<file path="config.mk">
export PLATFORM = sky130hd
export DESIGN_NAME = oled_spi_tx
export DESIGN_NICKNAME = d
export VERILOG_FILES = /design/src/rtl/oled_pkg.sv /design/src/rtl/oled_sck_gen.sv /design/src/rtl/oled_spi_tx.sv
export SDC_FILE = /design/constraint.sdc
export NUM_CORES = 1
export LEC_CHECK = 0
export BUFFER_PORTS_ARGS = -buffer_cell sky130_fd_sc_hd__buf_2
export CAP_MARGIN = 25
export CORE_ASPECT_RATIO = 0.6
export CORE_MARGIN = 1
export CORE_UTILIZATION = 25
export DETAILED_ROUTE_END_ITERATION = 8
export PLACE_DENSITY_LB_ADDON = 0.08
export SYNTH_ARGS = -nofsm -noshare
export SYNTH_HDL_FRONTEND = slang
export SYNTH_SLANG_ARGS = --single-unit
</file>
<file path="constraint.sdc">
create_clock -name sys_clk -period 2 [get_ports sys_clk]
set_clock_uncertainty 0.05 [all_clocks]
set_input_delay 0.3 -clock sys_clk [delete_from_list [all_inputs] [get_ports sys_clk]]
set_output_delay 0.3 -clock sys_clk [all_outputs]
set_load 0.005 [all_outputs]
</file>
<file path="src/rtl/oled_pkg.sv">
// Shared types and width helpers for the SSD1306 SPI transmitter.
// Pure declarations; no logic.
package oled_pkg;

   typedef enum logic [1:0] {IDLE, SETUP, SHIFT, HOLD} oled_state_e;

   localparam logic OLED_DC_CMD  = 1'b0;
   localparam logic OLED_DC_DATA = 1'b1;

   // Bits needed to hold values 0..max_val, never narrower than one bit.
   function automatic int cnt_w(input int max_val);
      return (max_val < 1) ? 1 : $clog2(max_val + 1);
   endfunction

   function automatic int max2(input int a, input int b);
      return (a > b) ? a : b;
   endfunction

endpackage

</file>
<file path="src/rtl/oled_sck_gen.sv">
// SCK half-period divider: registered SCK level plus rise/fall strobes that flag the edge
// on which SCK will toggle. Held at zero, SCK low, whenever en is low.
module oled_sck_gen
   import oled_pkg::*;
#(
   parameter int CLK_DIV = 4
) (
   input  logic clk,
   input  logic rst_n,
   input  logic en,
   output logic sck,
   output logic sck_rise,
   output logic sck_fall
);

   localparam int DIV_W = cnt_w(CLK_DIV);
   localparam logic [DIV_W-1:0] DIV_LAST = DIV_W'(CLK_DIV - 1);

   logic [DIV_W-1:0] div_cnt_q, div_cnt_d;
   logic             sck_q, sck_d;
   logic             wrap;

   always_comb begin
      wrap      = en && (div_cnt_q == DIV_LAST);
      div_cnt_d = div_cnt_q;
      sck_d     = sck_q;
      if (!en) begin
         div_cnt_d = '0;
         sck_d     = 1'b0;
      end else if (wrap) begin
         div_cnt_d = '0;
         sck_d     = ~sck_q;
      end else begin
         div_cnt_d = div_cnt_q + 1'b1;
      end
   end

   always_ff @(posedge clk or negedge rst_n) begin
      if (!rst_n) begin
         div_cnt_q <= '0;
         sck_q     <= 1'b0;
      end else begin
         div_cnt_q <= div_cnt_d;
         sck_q     <= sck_d;
      end
   end

   assign sck      = sck_q;
   assign sck_rise = wrap & ~sck_q;
   assign sck_fall = wrap & sck_q;

endmodule

</file>
<file path="src/rtl/oled_spi_tx.sv">
// SPI mode-0 byte transmitter for the SSD1306: MSB first, CS held across back-to-back bytes.
// in_ready only in IDLE/HOLD; a byte taken in HOLD skips CS setup and starts shifting next cycle.
module oled_spi_tx
   import oled_pkg::*;
#(
   parameter int CLK_DIV  = 4,
   parameter int CS_SETUP = 2,
   parameter int CS_HOLD  = 2
) (
   input  logic       sys_clk,
   input  logic       sys_rst_n,
   input  logic       in_valid,
   input  logic [7:0] in_data,
   input  logic       in_dc,
   output logic       in_ready,
   output logic       tx_done,
   output logic       busy,
   output logic       oled_sck,
   output logic       oled_mosi,
   output logic       oled_dc,
   output logic       oled_cs
);

   localparam int CNT_W = cnt_w(max2(CS_SETUP, CS_HOLD));
   localparam logic [CNT_W-1:0] SETUP_LAST = CNT_W'(CS_SETUP - 1);
   localparam logic [CNT_W-1:0] HOLD_LAST  = CNT_W'(CS_HOLD - 1);

   oled_state_e      state_q, state_d;
   logic [7:0]       shift_q, shift_d;
   logic [2:0]       bit_cnt_q, bit_cnt_d;
   logic             bit_end_q, bit_end_d;
   logic [CNT_W-1:0] hold_cnt_q, hold_cnt_d;
   logic             cs_q, cs_d, busy_q, busy_d, mosi_q, mosi_d, dc_q, dc_d, done_q, done_d;
   logic             sck_en, sck_rise, sck_fall, accept;

   assign in_ready = (state_q == IDLE) || (state_q == HOLD);
   assign accept   = in_valid && in_ready;
   assign sck_en   = (state_q == SHIFT);

   oled_sck_gen #(.CLK_DIV(CLK_DIV)) u_sck_gen (
      .clk      (sys_clk),
      .rst_n    (sys_rst_n),
      .en       (sck_en),
      .sck      (oled_sck),
      .sck_rise (sck_rise),
      .sck_fall (sck_fall)
   );

   always_comb begin
      state_d    = state_q;
      shift_d    = shift_q;
      bit_cnt_d  = bit_cnt_q;
      bit_end_d  = bit_end_q;
      hold_cnt_d = hold_cnt_q;
      cs_d       = cs_q;
      busy_d     = busy_q;
      mosi_d     = mosi_q;
      dc_d       = dc_q;
      done_d     = 1'b0;
      if (accept) begin
         shift_d    = in_data;
         mosi_d     = in_data[7];
         dc_d       = in_dc;
         bit_cnt_d  = '0;
         bit_end_d  = 1'b0;
         hold_cnt_d = '0;
      end
      case (state_q)
         IDLE: begin
            if (accept) begin
               state_d = SETUP;
               cs_d    = 1'b0;
               busy_d  = 1'b1;
            end
         end
         SETUP: begin
            if (hold_cnt_q == SETUP_LAST) begin
               state_d   = SHIFT;
               bit_cnt_d = '0;
               bit_end_d = 1'b0;
            end else begin
               hold_cnt_d = hold_cnt_q + 1'b1;
            end
         end
         SHIFT: begin
            // The end flag is armed on the 8th rise so the 3-bit count may wrap on the 8th fall.
            if (sck_rise && (bit_cnt_q == 3'd7)) bit_end_d = 1'b1;
            if (sck_fall) begin
               shift_d   = {shift_q[6:0], 1'b0};
               mosi_d    = shift_q[6];
               bit_cnt_d = bit_cnt_q + 1'b1;
               if (bit_end_q) begin
                  state_d    = HOLD;
                  done_d     = 1'b1;
                  hold_cnt_d = '0;
               end
            end
         end
         HOLD: begin
            if (accept) begin
               state_d = SHIFT;
            end else if (hold_cnt_q == HOLD_LAST) begin
               state_d = IDLE;
               cs_d    = 1'b1;
               busy_d  = 1'b0;
            end else begin
               hold_cnt_d = hold_cnt_q + 1'b1;
            end
         end
         default: state_d = IDLE;
      endcase
   end

   always_ff @(posedge sys_clk or negedge sys_rst_n) begin
      if (!sys_rst_n) begin
         state_q    <= IDLE;
         shift_q    <= '0;
         bit_cnt_q  <= '0;
         bit_end_q  <= 1'b0;
         hold_cnt_q <= '0;
         cs_q       <= 1'b1;
         busy_q     <= 1'b0;
         mosi_q     <= 1'b0;
         dc_q       <= OLED_DC_CMD;
         done_q     <= 1'b0;
      end else begin
         state_q    <= state_d;
         shift_q    <= shift_d;
         bit_cnt_q  <= bit_cnt_d;
         bit_end_q  <= bit_end_d;
         hold_cnt_q <= hold_cnt_d;
         cs_q       <= cs_d;
         busy_q     <= busy_d;
         mosi_q     <= mosi_d;
         dc_q       <= dc_d;
         done_q     <= done_d;
      end
   end

   assign oled_cs   = cs_q;
   assign busy      = busy_q;
   assign oled_mosi = mosi_q;
   assign oled_dc   = dc_q;
   assign tx_done   = done_q;

endmodule

</file>
# ---- Yosys cells after proc, flatten, opt, wreduce, memory -nomap -nowiden
# Index checks and enable logic that the tools add are counted.
dict set report op_classes {
  muxes 42
  add_sub_neg 3
  n_bitwise 3
  reduce_logical 8
  eq_ne 14
}
# op count
set op_table {}
lappend op_table {{8-bit two-way mux} 3}
lappend op_table {{2-bit two-way mux} 11}
lappend op_table {{1-bit two-way mux} 17}
lappend op_table {{3-bit two-way mux} 5}
lappend op_table {{2-bit != test (second input constant)} 6}
lappend op_table {{2-bit one-hot mux with 4 select lines} 1}
lappend op_table {{3-bit by 1-bit adder with 3-bit output (second input constant)} 2}
lappend op_table {{1-bit one-hot mux with 2 select lines} 3}
lappend op_table {{2-bit one-hot mux with 3 select lines} 1}
lappend op_table {{3-bit one-hot mux with 2 select lines} 1}
lappend op_table {{5-bit AND reduction} 1}
lappend op_table {{2-bit by 1-bit == test with 1-bit output (second input constant)} 2}
lappend op_table {{2-bit == test (second input constant)} 2}
lappend op_table {{4-bit AND reduction} 1}
lappend op_table {{3-bit by 2-bit == test with 1-bit output (second input constant)} 1}
lappend op_table {{3-bit == test (second input constant)} 1}
lappend op_table {{1-bit logical AND} 3}
lappend op_table {{3-bit by 2-bit != test with 1-bit output (second input constant)} 1}
lappend op_table {{2-bit by 1-bit adder with 2-bit output (second input constant)} 1}
lappend op_table {{1-bit AND} 2}
lappend op_table {{2-bit logical NOT} 1}
lappend op_table {{2-bit by 1-bit != test with 1-bit output (second input constant)} 1}
lappend op_table {{2-bit nonzero test} 1}
lappend op_table {{1-bit logical OR} 1}
lappend op_table {{1-bit inverter} 1}
dict set report totals {
  in_bits 12
  out_inout_bits 7
  regBits 25
}

# ---- Depth between registers and ports, before layout
dict set report logic_depth {
  ltp_word 7
  ltp_mapped 7
}

# ---- Hierarchy
# From an unflattened synthesis, not the netlist that was laid out.
dict set report hier_totals {
  cells_unflattened 122
  area_unflattened_um2 1270.0
}
# mod area_each_um2 seq_area_each_um2 cells_per_inst n_inst
set by_module_without_submodules {}
lappend by_module_without_submodules {oled_spi_tx 1092.3 501.7 107 1}
lappend by_module_without_submodules {oled_sck_gen 177.7 100.1 15 1}

# ---- Worst setup path before layout
# OpenSTA, ideal clock, no wires.
dict set report synth_timing {
  path_type {flip-flop to flip-flop}
  from {register state_q[0]}
  to {register state_q[0]}
  stages_incl_launch_ff 7
  setup_slack_ns 0.337
  synth_period_minus_slack_ns 1.663
  path_buffers 0
  t_required_ns 1.826
  arrival_ns 1.489
  cell_sequence {dfrtp_1 -> inv_1 -> ha_1 -> nand2b_1 -> a21oi_1 -> nor2_1 -> o31a_1}
}
dict set report synth_between {
  elab_chain_len 5
  elab_cells_between_ends 16
  cone_classes {eq/ne: 8; mux: 2; bitwise: 1; reduce/logical: 5}
}
# element line_no
set synth_lines {}
lappend synth_lines {{from (decl)} oled_spi_tx.sv:28} ;# oled_state_e state_q, state_d;
lappend synth_lines {{from (signal assigned)} oled_spi_tx.sv:127} ;# state_q <= state_d;
lappend synth_lines {{2-bit == test (tied with other cells)} {oled_spi_tx.sv:38, oled_spi_tx.sv:68}}
lappend synth_lines {{1-bit logical AND or 1-bit logical OR (tied branches)} {oled_sck_gen.sv:24, oled_spi_tx.sv:36}}
lappend synth_lines {{1-bit AND or 1-bit logical AND (tied branches)} {oled_sck_gen.sv:50, oled_spi_tx.sv:37}}
lappend synth_lines {{2-bit != test (no line) (tied with other cells)} -}
lappend synth_lines {{5-bit AND reduction (no line) or 2-bit one-hot mux with 4 select lines (tied branches)} -}
# Parallel ways exist; a longest one is shown, timed or not.
# A chain may end at the register's enable or synchronous reset.

# ---- Worst setup path after layout
dict set report layout_timing {
  from {register state_q[1]}
  to {register state_q[0]}
}
# Same word-level chain as after synthesis.

==> impl_results.md <==
- Pins over their slew limit: 0
- Initial antenna violation count: 0
- Int Power: 1.25 mW
- HPWL reported at the end of detailed placement: 1.87 mm
- Syn Area/Cell: 9.58 um2
- Total number of vias: 937
- Antenna viol nets, final: 0
- Max-cap violations: 0
- Syn Nets: 145
- Combinational share of power: 41.8%
- Required time at the endpoint of the critical path: 2.12 ns
- Growth of design area from synthesis to finish: 20.3%
- Hold Path Stages: 3
- Via count of the first global-routing pass: 900
- I/O Pins: 19
- Summed instance area of the synthesized netlist: 1210 um2
- Pwr Density: 1390 nW/um2
- Class of the tightest hold or removal check: primary input to flip-flop
- Final period util: 88.8%
- Share of total power in the clock network: 22.2%
- Root buffer cell: clkbuf_8
- Slew of the pin with the lowest slew margin: 0.565 ns
- Maximum VDD drop: 317 uV
- Number of vias per cell: 4.48
- Final-layout setup total negative slack: 0 ns
- Number of hold violations in the final report: 0
- First-pass GRT wire length: 4.62 mm
- Effective utilization at floorplan: 26.2%
- Status: finished clean
- Fraction of layout cells with a size suffix above 1: 21.9%
- Number of buffers inserted during clock tree synthesis: 3
- Maximum fanout along the worst path: 7
- Depth of the most critical reg-to-reg path: 6
- Final Net Count: 166
- Maximum level of the CTS H-tree: 1
- Cell count after synthesis: 126
- Part of the power in registers: 35.9%
- Pleak: 0.696 nW
- Clock tree from TritonCTS: built
- Yosys cell types: 34
- Kind of end point of the critical path: flip-flop
- Setup repair after global routing missed its margin: no
- Data arrival time at the worst-slack endpoint: 1.90 ns
- Storage cell area: 602 um2
- Total die area: 5120 um2
- Yosys top cell area share: 47.7%
- Library cell with the largest summed area after synthesis: dfrtp_1
- Largest net degree at the start of global routing: 25
- Seq/Total Area, Yosys: 49.8%
- Global router's overall resource usage: 11.9%
- DR WL/cell: 12.7 um
- Overflow left after global routing: 0
- Shortest clock period the worst path allows after layout: 1.78 ns
- Crit Path Category: flip-flop to flip-flop
- Fraction of power spent switching nets: 38.0%
- Routability congestion estimate: 0.704
- Number of setup violations in the final report: 0
- Filler cells: 499
- Total clock sinks: 24
- Final antenna diode count: 0
- Worst-case clock buffer depth: 2
- Flip-flop and latch count after synthesis: 24
- Final core occ: 31.5%
- Number of design rule violations left after detail routing: 0
- Total of warnings raised by yosys: 0
- Most frequent standard cell in the layout excluding fill and tap cells: nand2_1
- Switching power: 769 uW
- Die Height: 55.8 um
- Top library cells by usage in the layout, fill and taps aside: 26 x nand2_1, 23 x dfrtp_1, 18 x buf_2, 14 x nor2_1, 9 x a31oi_1
- Launching element type of the critical path: flip-flop
- Floorplan die width: 91.7 um
- Sum of routed wire length over all layers: 2.65 mm
- Main area contributors after synthesis: dfrtp_1 48%, nand2_1 8.1%, ha_1 7.3%
- Clk_lat worst skew: 0.28 ns
- Initial detailed-routing violation count: 69
- Worst rel slew slack: 62.3%
- Count of TritonRoute iterations in the first routing pass: 5
- CTS clock-pin slew for the worst setup and hold paths: 0.10 ns
- Total area of multi-input combinational cells: 563 um2
- Buffers inserted by post-CTS timing repair: 0
- Achievable frequency: 563 MHz
- Count of buffers inserted at the top-level ports: 18
- Floorplan row count: 19
- Area of the placeable core: 4610 um2
flip-flops by register name, indices dropped and copies added, names as in the netlist:
signal / count
bit_end_q: 1
hold_cnt_q: 2
shift_q: 7
u_sck_gen.sck: 1
oled_mosi: 1
busy: 1
bit_cnt_q: 3
oled_cs: 1
u_sck_gen.div_cnt_q: 3
state_q: 2
oled_dc: 1
tx_done: 1
power groups by stage:
stage	Clock (mW)	Combinational [mW]	Sequential, mW
after floorplan	0	0.598	0.724
after global placement	0	0.829	0.733
after detailed placement	0	0.834	0.736
after CTS	0.457	0.838	0.727
after global routing	0.477	0.971	0.752
final	0.450	0.846	0.727
kinds of logic (layout without fill, tap and decap cells):
group | count (synthesis) | in the layout | share of synthesized area [%]
AOI/OAI and AO/OA | 28 | 28 | 16.7
xor gates and xnor gates | 1 | 1 | 0.726
adders and majority gates | 7 | 7 | 7.25
buffers and inverters | 11 | 31 | 3.83
DFF | 24 | 24 | 49.8
muxes | 1 | 1 | 0.933
and+or+nand+nor | 54 | 54 | 20.7
routing by layer:
metal / global-route usage, % / vias to the layer above / part of all wire, %
met5: 0 / - / 0
met4: 3.35 / 0 / 0
met3: 4.23 / 0 / 2.4
met2: 14.8 / 12 / 40
met1: 18.8 / 456 / 57
li1: - / 469 / -
synthesized netlist by cell type (all sizes together):
cell type,number
o32ai,1
mux2,1
o21a,2
a22o,2
inv,6
o2bb2ai,1
dfstp,1
a21oi,4
nor3,3
o21ai,3
nand2,26
nor3b,2
a21boi,1
xnor2,1
ha,7
clkbuf,2
nand2b,3
o41ai,1
and2,1
and2b,1
a22oi,1
nand3,1
buf,3
a21o,1
nor2,14
a31oi,10
o31a,1
dfrtp,23
nor2b,2
nand3b,1
final timing paths:
check	startpoint	to	slack, ns
worst max-delay path	state_q[1]$_DFFE_PN0P_	state_q[0]$_DFFE_PN0P_	0.22
worst min-delay path	in_dc	oled_dc$_DFFE_PN0N_	0.17
min in group asynchronous	sys_rst_n	shift_q[1]$_DFF_PN0_	0.49
worst min register to register	u_sck_gen.div_cnt_q[0]$_DFF_PN0_	u_sck_gen.div_cnt_q[0]$_DFF_PN0_	0.41
max in group asynchronous	sys_rst_n	state_q[0]$_DFFE_PN0P_	1.03
worst max register to register	state_q[1]$_DFFE_PN0P_	state_q[0]$_DFFE_PN0P_	0.22
worst max-delay path, cell delays in order, from the launching register on:
cell and delay [ns]:
dfrtp_1 0.42, inv_1 0.09, ha_1 0.37, nand2b_1 0.21
a21oi_2 0.22, nor2_1 0.08, o31a_1 0.23
final cells by class:
type,instances,area share (%)
inverter,6,1.55
timing repair buffer,21,7.92
multi-input combinational,91,38.8
tap,63,5.43
clock inverter,1,2.07
sequential,24,41.4
clock buffer,3,2.84
timing repair:
item | in CTS | in global routing
gates resized for setup | 0 | 1
hold buffers | 1 | 0
hold endpoints to repair | 23 | 0
setup endpoints to repair | 0 | 1
metrics by stage:
stage | cells | hold WS, ns | setup slack, ns | total power [mW] | cell area [um2]
2_1_floorplan | 126 | -0.0456 | 0.337 | 1.32 | 1210
3_3_place_gp | 204 | 0.282 | 0.232 | 1.56 | 1370
3_5_place_dp | 204 | 0.286 | 0.201 | 1.57 | 1370
4_1_cts | 209 | 0.173 | 0.171 | 2.02 | 1450
5_1_grt | 209 | 0.178 | 0.105 | 2.20 | 1450
6_report | 209 | 0.171 | 0.223 | 2.02 | 1450
No activity file was read; power rests on OpenSTA's default activity.
